$ cat config.mk
export PLATFORM = sky130hd
export DESIGN_NAME = sha256_msg_schedule
export DESIGN_NICKNAME = d
export VERILOG_FILES = /design/src/rtl/sha256_msg_schedule.sv
export SDC_FILE = /design/constraint.sdc
export NUM_CORES = 1
export LEC_CHECK = 0
export CAP_MARGIN = 0
export CORE_AREA = 8 8 222 224
export DETAILED_ROUTE_END_ITERATION = 8
export DIE_AREA = 0 0 230 232
export MAX_ROUTING_LAYER = met4
export PLACE_DENSITY = 0.77
export SLEW_MARGIN = 40
export SYNTH_ARGS = -nofsm -noshare
export SYNTH_HDL_FRONTEND = slang
export SYNTH_SLANG_ARGS = --single-unit
$ cat constraint.sdc
create_clock -name clk -period 4.75 [get_ports clk]
set_clock_uncertainty 0.1 [all_clocks]
set_input_delay 0.7125 -clock clk [delete_from_list [all_inputs] [get_ports clk]]
set_output_delay 0.7125 -clock clk [all_outputs]
set_load 0.1 [all_outputs]
$ cat src/rtl/sha256_msg_schedule.sv
// SHA-256 message schedule generator.
// Loads the 16 words of one 512-bit block serially, then emits W[0..ROUNDS-1]
// one word per output handshake, expanding W[16+] on the fly in a 16-word
// shift window whose head w[0] is always the word being offered.
//
// Handshakes: a word moves on a port exactly in the cycle where that port's
// valid and ready are both high at the rising clock edge. in_ready and
// out_valid depend only on registered state, never on the opposite
// handshake input, so there is no combinational path through the block.
module sha256_msg_schedule #(
  parameter int ROUNDS = 64
) (
  input  logic        clk,
  input  logic        rst,
  input  logic        in_valid,
  output logic        in_ready,
  input  logic [31:0] in_data,
  output logic        out_valid,
  input  logic        out_ready,
  output logic [31:0] out_word,
  output logic [5:0]  out_index,
  output logic        out_last,
  output logic        busy,
  output logic        dbg_state
);

  typedef enum logic {
    LOAD = 1'b0,
    EMIT = 1'b1
  } state_t;

  localparam logic [5:0] LAST_T = 6'(ROUNDS - 1);

  state_t      state_q;
  logic [3:0]  cnt_q;
  logic [5:0]  t_q;
  logic [31:0] w_q [16];
  logic [31:0] w15_d;

  function automatic logic [31:0] rotr(input logic [31:0] x, input int n);
    return (x >> n) | (x << (32 - n));
  endfunction

  function automatic logic [31:0] ssig0(input logic [31:0] x);
    return rotr(x, 7) ^ rotr(x, 18) ^ (x >> 3);
  endfunction

  function automatic logic [31:0] ssig1(input logic [31:0] x);
    return rotr(x, 17) ^ rotr(x, 19) ^ (x >> 10);
  endfunction

  // Next window tail: W[t+16] from the current window, carries past bit 31 dropped.
  always_comb begin
    w15_d = ssig1(w_q[14]) + w_q[9] + ssig0(w_q[1]) + w_q[0];
  end

  // Load/emit control, load counter, round index and the shift window.
  always_ff @(posedge clk) begin
    if (rst) begin
      state_q <= LOAD;
      cnt_q   <= 4'd0;
      t_q     <= 6'd0;
      for (int i = 0; i < 16; i++) w_q[i] <= 32'd0;
    end else begin
      case (state_q)
        LOAD: begin
          if (in_valid) begin
            w_q[cnt_q] <= in_data;
            if (cnt_q == 4'd15) begin
              state_q <= EMIT;
              cnt_q   <= 4'd0;
              t_q     <= 6'd0;
            end else begin
              cnt_q <= cnt_q + 4'd1;
            end
          end
        end
        EMIT: begin
          if (out_ready) begin
            for (int i = 0; i < 15; i++) w_q[i] <= w_q[i+1];
            w_q[15] <= w15_d;
            if (t_q == LAST_T) begin
              state_q <= LOAD;
              t_q     <= 6'd0;
            end else begin
              t_q <= t_q + 6'd1;
            end
          end
        end
        default: state_q <= LOAD;
      endcase
    end
  end

  // Outputs decoded purely from registers.
  always_comb begin
    in_ready  = (state_q == LOAD);
    out_valid = (state_q == EMIT);
    out_word  = w_q[0];
    out_index = t_q;
    out_last  = (state_q == EMIT) && (t_q == LAST_T);
    busy      = (state_q == EMIT) || (cnt_q != 4'd0);
    dbg_state = state_q;
  end

endmodule

# ---- Word-level counts from Yosys, hierarchy flattened
# Memory sizes are Yosys's and may differ from the RTL's.
# Cells that the tools add are included.
dict set report totals {
  out_inout_bits 43
  in_bits 36
  mem_count 1
  reg_bits 11
  ramBits 512
}
# name depth width read_ports rd_clocked_by_memory_dff write_ports line_no
set mem_list {}
lappend mem_list {w_q 16 32 16 0 16 37} ;# logic [31:0] w_q [16];
dict set report classes {
  n_reduce_logical 6
  bitwise 25
  eq_ne 5
  n_addsub 5
  mux 40
}
# operator n
set op_table {}
lappend op_table {{two-way mux 32 bit} 17}
lappend op_table {{adder 32 bit} 3}
lappend op_table {{bitwise XOR 32 bit} 2}
lappend op_table {{OR 13 x 32 -> 32 bit} 1}
lappend op_table {{OR 14 x 32 -> 32 bit} 1}
lappend op_table {{OR 15 x 32 -> 32 bit} 1}
lappend op_table {{OR 25 x 32 -> 32 bit} 1}
lappend op_table {{OR reduction 32 bit} 1}
lappend op_table {{bitwise XOR 32 x 22 -> 32 bit} 1}
lappend op_table {{bitwise XOR 32 x 29 -> 32 bit} 1}
lappend op_table {{two-way mux 6 bit} 4}
lappend op_table {{OR 1 bit} 16}
lappend op_table {{two-way mux 1 bit} 15}
lappend op_table {{case mux 6 bit (2 select lines)} 1}
lappend op_table {{two-way mux 4 bit} 2}
lappend op_table {{adder 6 x 1 -> 6 bit (second input constant)} 1}
lappend op_table {{equality test 6 bit (second input constant)} 1}
lappend op_table {{adder 4 x 1 -> 4 bit (second input constant)} 1}
lappend op_table {{equality test 4 bit (second input constant)} 1}
lappend op_table {{!= test 2 bit (second input constant)} 2}
lappend op_table {{nonzero test 4 bit} 1}
lappend op_table {{AND reduction 3 bit} 1}
lappend op_table {{!= test 2 x 1 -> 1 bit (second input constant)} 1}
lappend op_table {{case mux 1 bit (2 select lines)} 1}
lappend op_table {{other kinds (4)} 4}

# ---- Logic depth before layout (Yosys ltp)
dict set report depth {
  depth_word 7
  depth_mapped 16
  depth_no_buf 16
}

# ---- Worst setup path after synthesis
# Ideal clock, no wire load.
dict set report synth_timing {
  path_type {reg-to-output}
  start {register state_q, in the netlist dbg_state}
  end {output out_last}
  slack_ns -0.122
  arrival_time_ns 4.059
  path_stages_with_launch 3
  n_path_buf 0
  path_cell_list {dfxtp_1 -> inv_1 -> nor3_1}
}
dict set report synth_between {
  elab_chain_len 1
}
# item line_no
set synth_lines {}
lappend synth_lines {{start: declaration} 34} ;# state_t state_q;
lappend synth_lines {{start signal: assignment} 60} ;# state_q <= LOAD;
lappend synth_lines {{start signal: assignment} 70} ;# state_q <= EMIT;
lappend synth_lines {{start signal: assignment} 83} ;# state_q <= LOAD;
lappend synth_lines {{logical AND 1 bit} 101} ;# out_last = (state_q == EMIT) && (t_q == LAST_T);
lappend synth_lines {{end: declaration} 22} ;# output logic out_last,
# No other way between the ends.

==> flow_summary.html <==
<table>
<tr><th>Metric</th><th>Value</th></tr>
<tr><th colspan="2">STA</th></tr>
<tr><td>Post-route setup TNS</td><td>0 ns</td></tr>
<tr><td>Final clock period utilization by the worst path</td><td>97.0%</td></tr>
<tr><td>Min Clock Period, post-route</td><td>4.61 ns</td></tr>
<tr><td>Final setup violation count</td><td>0</td></tr>
<tr><td>Remaining max-slew budget at the tightest pin</td><td>49.9%</td></tr>
<tr><td>Final hold vios</td><td>0</td></tr>
<tr><td>Final max-slew violation count</td><td>0</td></tr>
<tr><td>Achievable frequency</td><td>0.217 GHz</td></tr>
<tr><td>Setup repair after global routing missed its margin</td><td>false</td></tr>
<tr><td>Transition at the pin with the smallest max-transition slack</td><td>0.750 ns</td></tr>
<tr><th colspan="2">Yosys</th></tr>
<tr><td>#FFs+latches synth</td><td>523</td></tr>
<tr><td>Cells after Synth</td><td>2263</td></tr>
<tr><td>Yosys top cell by area</td><td>sky130_fd_sc_hd__edfxtp_1</td></tr>
<tr><td>Number of distinct standard cells referenced by the synthesized netlist</td><td>61</td></tr>
<tr><td>Post-synthesis area per instance</td><td>11.9 um^2</td></tr>
<tr><td>Top cells by area in the synthesized netlist</td><td>sky130_fd_sc_hd__edfxtp_1, sky130_fd_sc_hd__a22o_1, sky130_fd_sc_hd__fa_1</td></tr>
<tr><td>Share of the synthesized area in the top cell type</td><td>56.9%</td></tr>
<tr><td>EDFF count, synth</td><td>512</td></tr>
<tr><td>Sequential cell area fraction in the yosys report</td><td>57.7%</td></tr>
<tr><td>Yosys warns</td><td>0</td></tr>
<tr><td>Net Count, Synth</td><td>2397</td></tr>
<tr><td>Async SR Flop Fraction</td><td>0%</td></tr>
<tr><td>Main flop type after synthesis</td><td>sky130_fd_sc_hd__edfxtp_1</td></tr>
<tr><td>Summed instance area of the synthesized netlist</td><td>0.0270 mm^2</td></tr>
<tr><th colspan="2">Detailed routing</th></tr>
<tr><td>Routed via count divided by cell count</td><td>6.46</td></tr>
<tr><td>Routed WL per cell</td><td>28.7 um</td></tr>
<tr><td>Count of TritonRoute iterations in the first routing pass</td><td>6</td></tr>
<tr><td>Number of DRC violations after detailed routing</td><td>0</td></tr>
<tr><td>Number of DRC markers after the initial detailed-route iteration</td><td>2625</td></tr>
<tr><td>Number of nets still failing antenna checks after routing</td><td>0</td></tr>
<tr><td>Detailed-route via count</td><td>18853</td></tr>
<tr><td>Detailed Route WL</td><td>83600 um</td></tr>
<tr><th colspan="2">Worst setup path</th></tr>
<tr><td>Worst r2r path cells</td><td>14</td></tr>
<tr><td>Critical path required time</td><td>5.02 ns</td></tr>
<tr><td>Startpoint Class</td><td>flip-flop</td></tr>
<tr><td>R2R Setup Slk</td><td>0.14 ns</td></tr>
<tr><td>Critical-path cell with the highest stage delay</td><td>sky130_fd_sc_hd__fa_1</td></tr>
<tr><td>CP Cell Sequence</td><td>xnor2_1 -&gt; xnor2_1 -&gt; fa_1 -&gt; inv_1 -&gt; fa_1 -&gt; inv_1 -&gt; ha_1 -&gt; nand3_2 -&gt; or2_4 -&gt; or4_4 -&gt; a211oi_4 -&gt; o2111ai_1 -&gt; mux2i_1 -&gt; nand2_1</td></tr>
<tr><td>Largest fanout of any net on the critical path</td><td>7</td></tr>
<tr><td>Endpoint of the most critical setup path</td><td>w_q[15][26]</td></tr>
<tr><td>Endpoint type of the worst setup path</td><td>flip-flop</td></tr>
<tr><td>End of the worst register-to-register path</td><td>w_q[15][26]</td></tr>
<tr><td>Crit path buf inv count</td><td>2</td></tr>
<tr><td>Startpoint of the most critical register-to-register path</td><td>w_q[1][16]</td></tr>
<tr><td>Slowest stage delay, CP</td><td>0.60 ns</td></tr>
<tr><td>Crit path kind</td><td>reg2reg</td></tr>
<tr><td>Data arrival, critical path</td><td>4.88 ns</td></tr>
<tr><td>Stages on the worst setup path</td><td>14</td></tr>
<tr><td>Cell class contributing the biggest share of worst-path delay</td><td>adder cells</td></tr>
<tr><td>Start point of the critical path</td><td>w_q[1][16]</td></tr>
<tr><th colspan="2">Finish</th></tr>
<tr><td>Nets</td><td>2401</td></tr>
<tr><td>Finished layout cell area</td><td>0.0300 mm^2</td></tr>
<tr><td>Layout cell share with drive strength beyond 1</td><td>11.4%</td></tr>
<tr><td>Area Growth Syn to Fin</td><td>10.9%</td></tr>
<tr><th colspan="2">Clock tree</th></tr>
<tr><td>CTS root buf</td><td>sky130_fd_sc_hd__clkbuf_16</td></tr>
<tr><td>Clock tree from TritonCTS</td><td>built</td></tr>
<tr><td>Clock Pin Slew Worst Setup and Hold Paths</td><td>0.06 ns</td></tr>
<tr><td>Buffer depth of the longest clock path</td><td>3</td></tr>
<tr><td>Worst-Skew Late Latency</td><td>0.61 ns</td></tr>
<tr><td>Maximum level of the CTS H-tree</td><td>2</td></tr>
<tr><td>Number of CTS-inserted buffers</td><td>54</td></tr>
<tr><td>Sinks on the clock net</td><td>523</td></tr>
<tr><td>Cts hold-fix bufs</td><td>0</td></tr>
<tr><th colspan="2">Global routing</th></tr>
<tr><td>Wire length of the first global-routing pass</td><td>122000 um</td></tr>
<tr><td>GRT Resource Usage Total</td><td>31.8%</td></tr>
<tr><td>Global route overflow</td><td>0</td></tr>
<tr><td>Maximum number of pins on one net before global-route repair</td><td>99</td></tr>
<tr><td>Grt peak-use layer</td><td>met2</td></tr>
<tr><td>Number of antenna violations at the first check in global routing</td><td>0</td></tr>
<tr><td>Met3 routing resource usage after global routing</td><td>5.91%</td></tr>
<tr><td>Met1 global-route usage</td><td>42.7%</td></tr>
<tr><td>Met2 demand-to-capacity share in global routing</td><td>48.4%</td></tr>
<tr><td>Via count of the first global-routing pass</td><td>18031</td></tr>
<tr><th colspan="2">Place</th></tr>
<tr><td>Number of buffers inserted by port buffering</td><td>78</td></tr>
<tr><td>Detailed Place HPWL</td><td>57500 um</td></tr>
<tr><td>Dpl cell area</td><td>0.0282 mm^2</td></tr>
<tr><td>Placer congestion estimate</td><td>1.00</td></tr>
<tr><th colspan="2">Pwr</th></tr>
<tr><td>Overall Power</td><td>0.0165 W</td></tr>
<tr><td>Maximum ir drop on the vdd rail</td><td>0.000448 V</td></tr>
<tr><td>Leak</td><td>11.3 nW</td></tr>
<tr><td>Pwr per Cell Area</td><td>551 mW/mm^2</td></tr>
<tr><th colspan="2">Flow run</th></tr>
<tr><td>Maxcap violations</td><td>0</td></tr>
<tr><th colspan="2">Die</th></tr>
<tr><td>Die ar.</td><td>0.0534 mm^2</td></tr>
<tr><td>Starting utilization of the core area</td><td>58.9%</td></tr>
<tr><td>Chip width</td><td>230 um</td></tr>
<tr><td>Top Ports</td><td>79</td></tr>
<tr><td>Standard-cell rows</td><td>79</td></tr>
<tr><td>Area inside the core boundary</td><td>0.0459 mm^2</td></tr>
<tr><td>Die height</td><td>232 um</td></tr>
<tr><th colspan="2">Outcome</th></tr>
<tr><td>Result of the run</td><td>complete, no violations</td></tr>
<tr><th colspan="2">Hold path</th></tr>
<tr><td>Worst Hold Class</td><td>reg2reg</td></tr>
</table>
## sequential cells by signal, summed over array words and instances (netlist names)
name	cells
w_q	512
out_index	6
dbg_state	1
cnt_q	4
## report_power, final
part / internal [W] / switching [W]
registers: 0.00564 / 0.000342
clock network: 0.00237 / 0.00180
logic: 0.00238 / 0.00399
## layout make-up
type | instances | area [um^2]
Clock inverter | 25 | 223
Tap cell | 607 | 759
Antenna cell | 2 | 5.00
Multi-Input combinational cell | 1382 | 10200
Inverter | 154 | 578
Timing Repair Buffer | 152 | 1070
Clock buffer | 73 | 1490
Sequential cell | 523 | 15600
Fill cell | 3454 | 15900
## cell usage after synthesis (all sizes together) (2+ instances only)
| cell type | instances |
|---|---|
| nand3b | 32 |
| a221oi | 3 |
| a21o | 20 |
| clkbuf | 156 |
| xor2 | 24 |
| nor3b | 2 |
| nand3 | 14 |
| a311oi | 2 |
| a32o | 3 |
| o31ai | 5 |
| mux2i | 2 |
| nand4 | 9 |
| edfxtp | 512 |
| nand2 | 251 |
| o2111ai | 4 |
| a21oi | 34 |
| a211oi | 5 |
| nand2b | 140 |
| and2 | 6 |
| or3 | 7 |
| a31oi | 5 |
| xnor2 | 118 |
| ha | 36 |
| o21ai | 178 |
| fa | 62 |
| nor4 | 3 |
| a22o | 324 |
| nor2 | 45 |
| a211o | 4 |
| buf | 47 |
| dfxtp | 11 |
| inv | 154 |
| o21bai | 3 |
| nor3 | 13 |
| o211ai | 2 |
| or2 | 4 |
| and3 | 4 |
| nor2b | 8 |
## per-layer routing
layer / share of wire, % / vias to the layer above
met1: 40 / 9485
met4: 3.9 / 0
met2: 46 / 1051
met3: 10 / 160
li1: - / 8157
met5: 0 / -
## worst min path at each step
stage | start | end | slack [ns] | cells after the start
after floorplan | w_q[4][0] | w_q[3][0] | 0.41 | 1
after detailed placement | out_index[4] | out_index[4] | 0.42 | 2
after CTS | w_q[4][19] | w_q[3][19] | 0.42 | 1
final | w_q[4][17] | w_q[3][17] | 0.42 | 1
after global placement | w_q[4][28] | w_q[3][28] | 0.42 | 1
after global routing | w_q[10][10] | w_q[9][10] | 0.44 | 1
## stage by stage
stage	setup slack (ns)	utilization [%]	instances	hold WS, ns
after floorplan	0.250	-	2263	0.412
after global placement	0.129	62.3	2817	0.416
after detailed placement	0.0702	61.5	2818	0.419
after CTS	0.0465	65.3	2916	0.422
after global routing	0.0132	65.4	2916	0.441
final	0.143	65.4	2918	0.424
## placed cells by master, fill, tap and decap left out, types with 33 or more instances in the layout
master                        n
sky130_fd_sc_hd__fa_1        62
sky130_fd_sc_hd__clkbuf_16   55
sky130_fd_sc_hd__buf_4       67
sky130_fd_sc_hd__o21ai_0    155
sky130_fd_sc_hd__nor2_1      33
sky130_fd_sc_hd__nand2b_1   140
sky130_fd_sc_hd__edfxtp_1   512
sky130_fd_sc_hd__inv_1      154
sky130_fd_sc_hd__buf_2       70
sky130_fd_sc_hd__ha_1        36
sky130_fd_sc_hd__a22o_1     324
sky130_fd_sc_hd__nand2_1    250
sky130_fd_sc_hd__xnor2_1    118
## worst reg2reg max path, stage by stage, from the launching register on
cell and delay (ns):
sky130_fd_sc_hd__edfxtp_1 0.52, sky130_fd_sc_hd__xnor2_1 0.25, sky130_fd_sc_hd__xnor2_1 0.16, sky130_fd_sc_hd__fa_1 0.60, sky130_fd_sc_hd__inv_1 0.07, sky130_fd_sc_hd__fa_1 0.50
sky130_fd_sc_hd__inv_1 0.05, sky130_fd_sc_hd__ha_1 0.41, sky130_fd_sc_hd__nand3_2 0.13, sky130_fd_sc_hd__or2_4 0.27, sky130_fd_sc_hd__or4_4 0.53, sky130_fd_sc_hd__a211oi_4 0.36
sky130_fd_sc_hd__o2111ai_1 0.17, sky130_fd_sc_hd__mux2i_1 0.18, sky130_fd_sc_hd__nand2_1 0.07
## cells by family after synthesis
logic type | after synthesis | share of synthesized area, %
XOR/XNOR | 142 | 4.60
AO/OA/AOI/OAI | 598 | 16.3
AND/OR/NAND/NOR | 542 | 9.97
multiplexers | 2 | 0.0741
flip-flops | 523 | 57.7
adder cells (fa/ha/maj) | 98 | 6.26
buffers and inverters | 358 | 5.08
## what timing repair did
item	in CTS	in global routing
setup buffers	0	0
setup endpoints to repair	0	4
resized for setup	0	4
No activity file was read; power rests on OpenSTA's default activity.
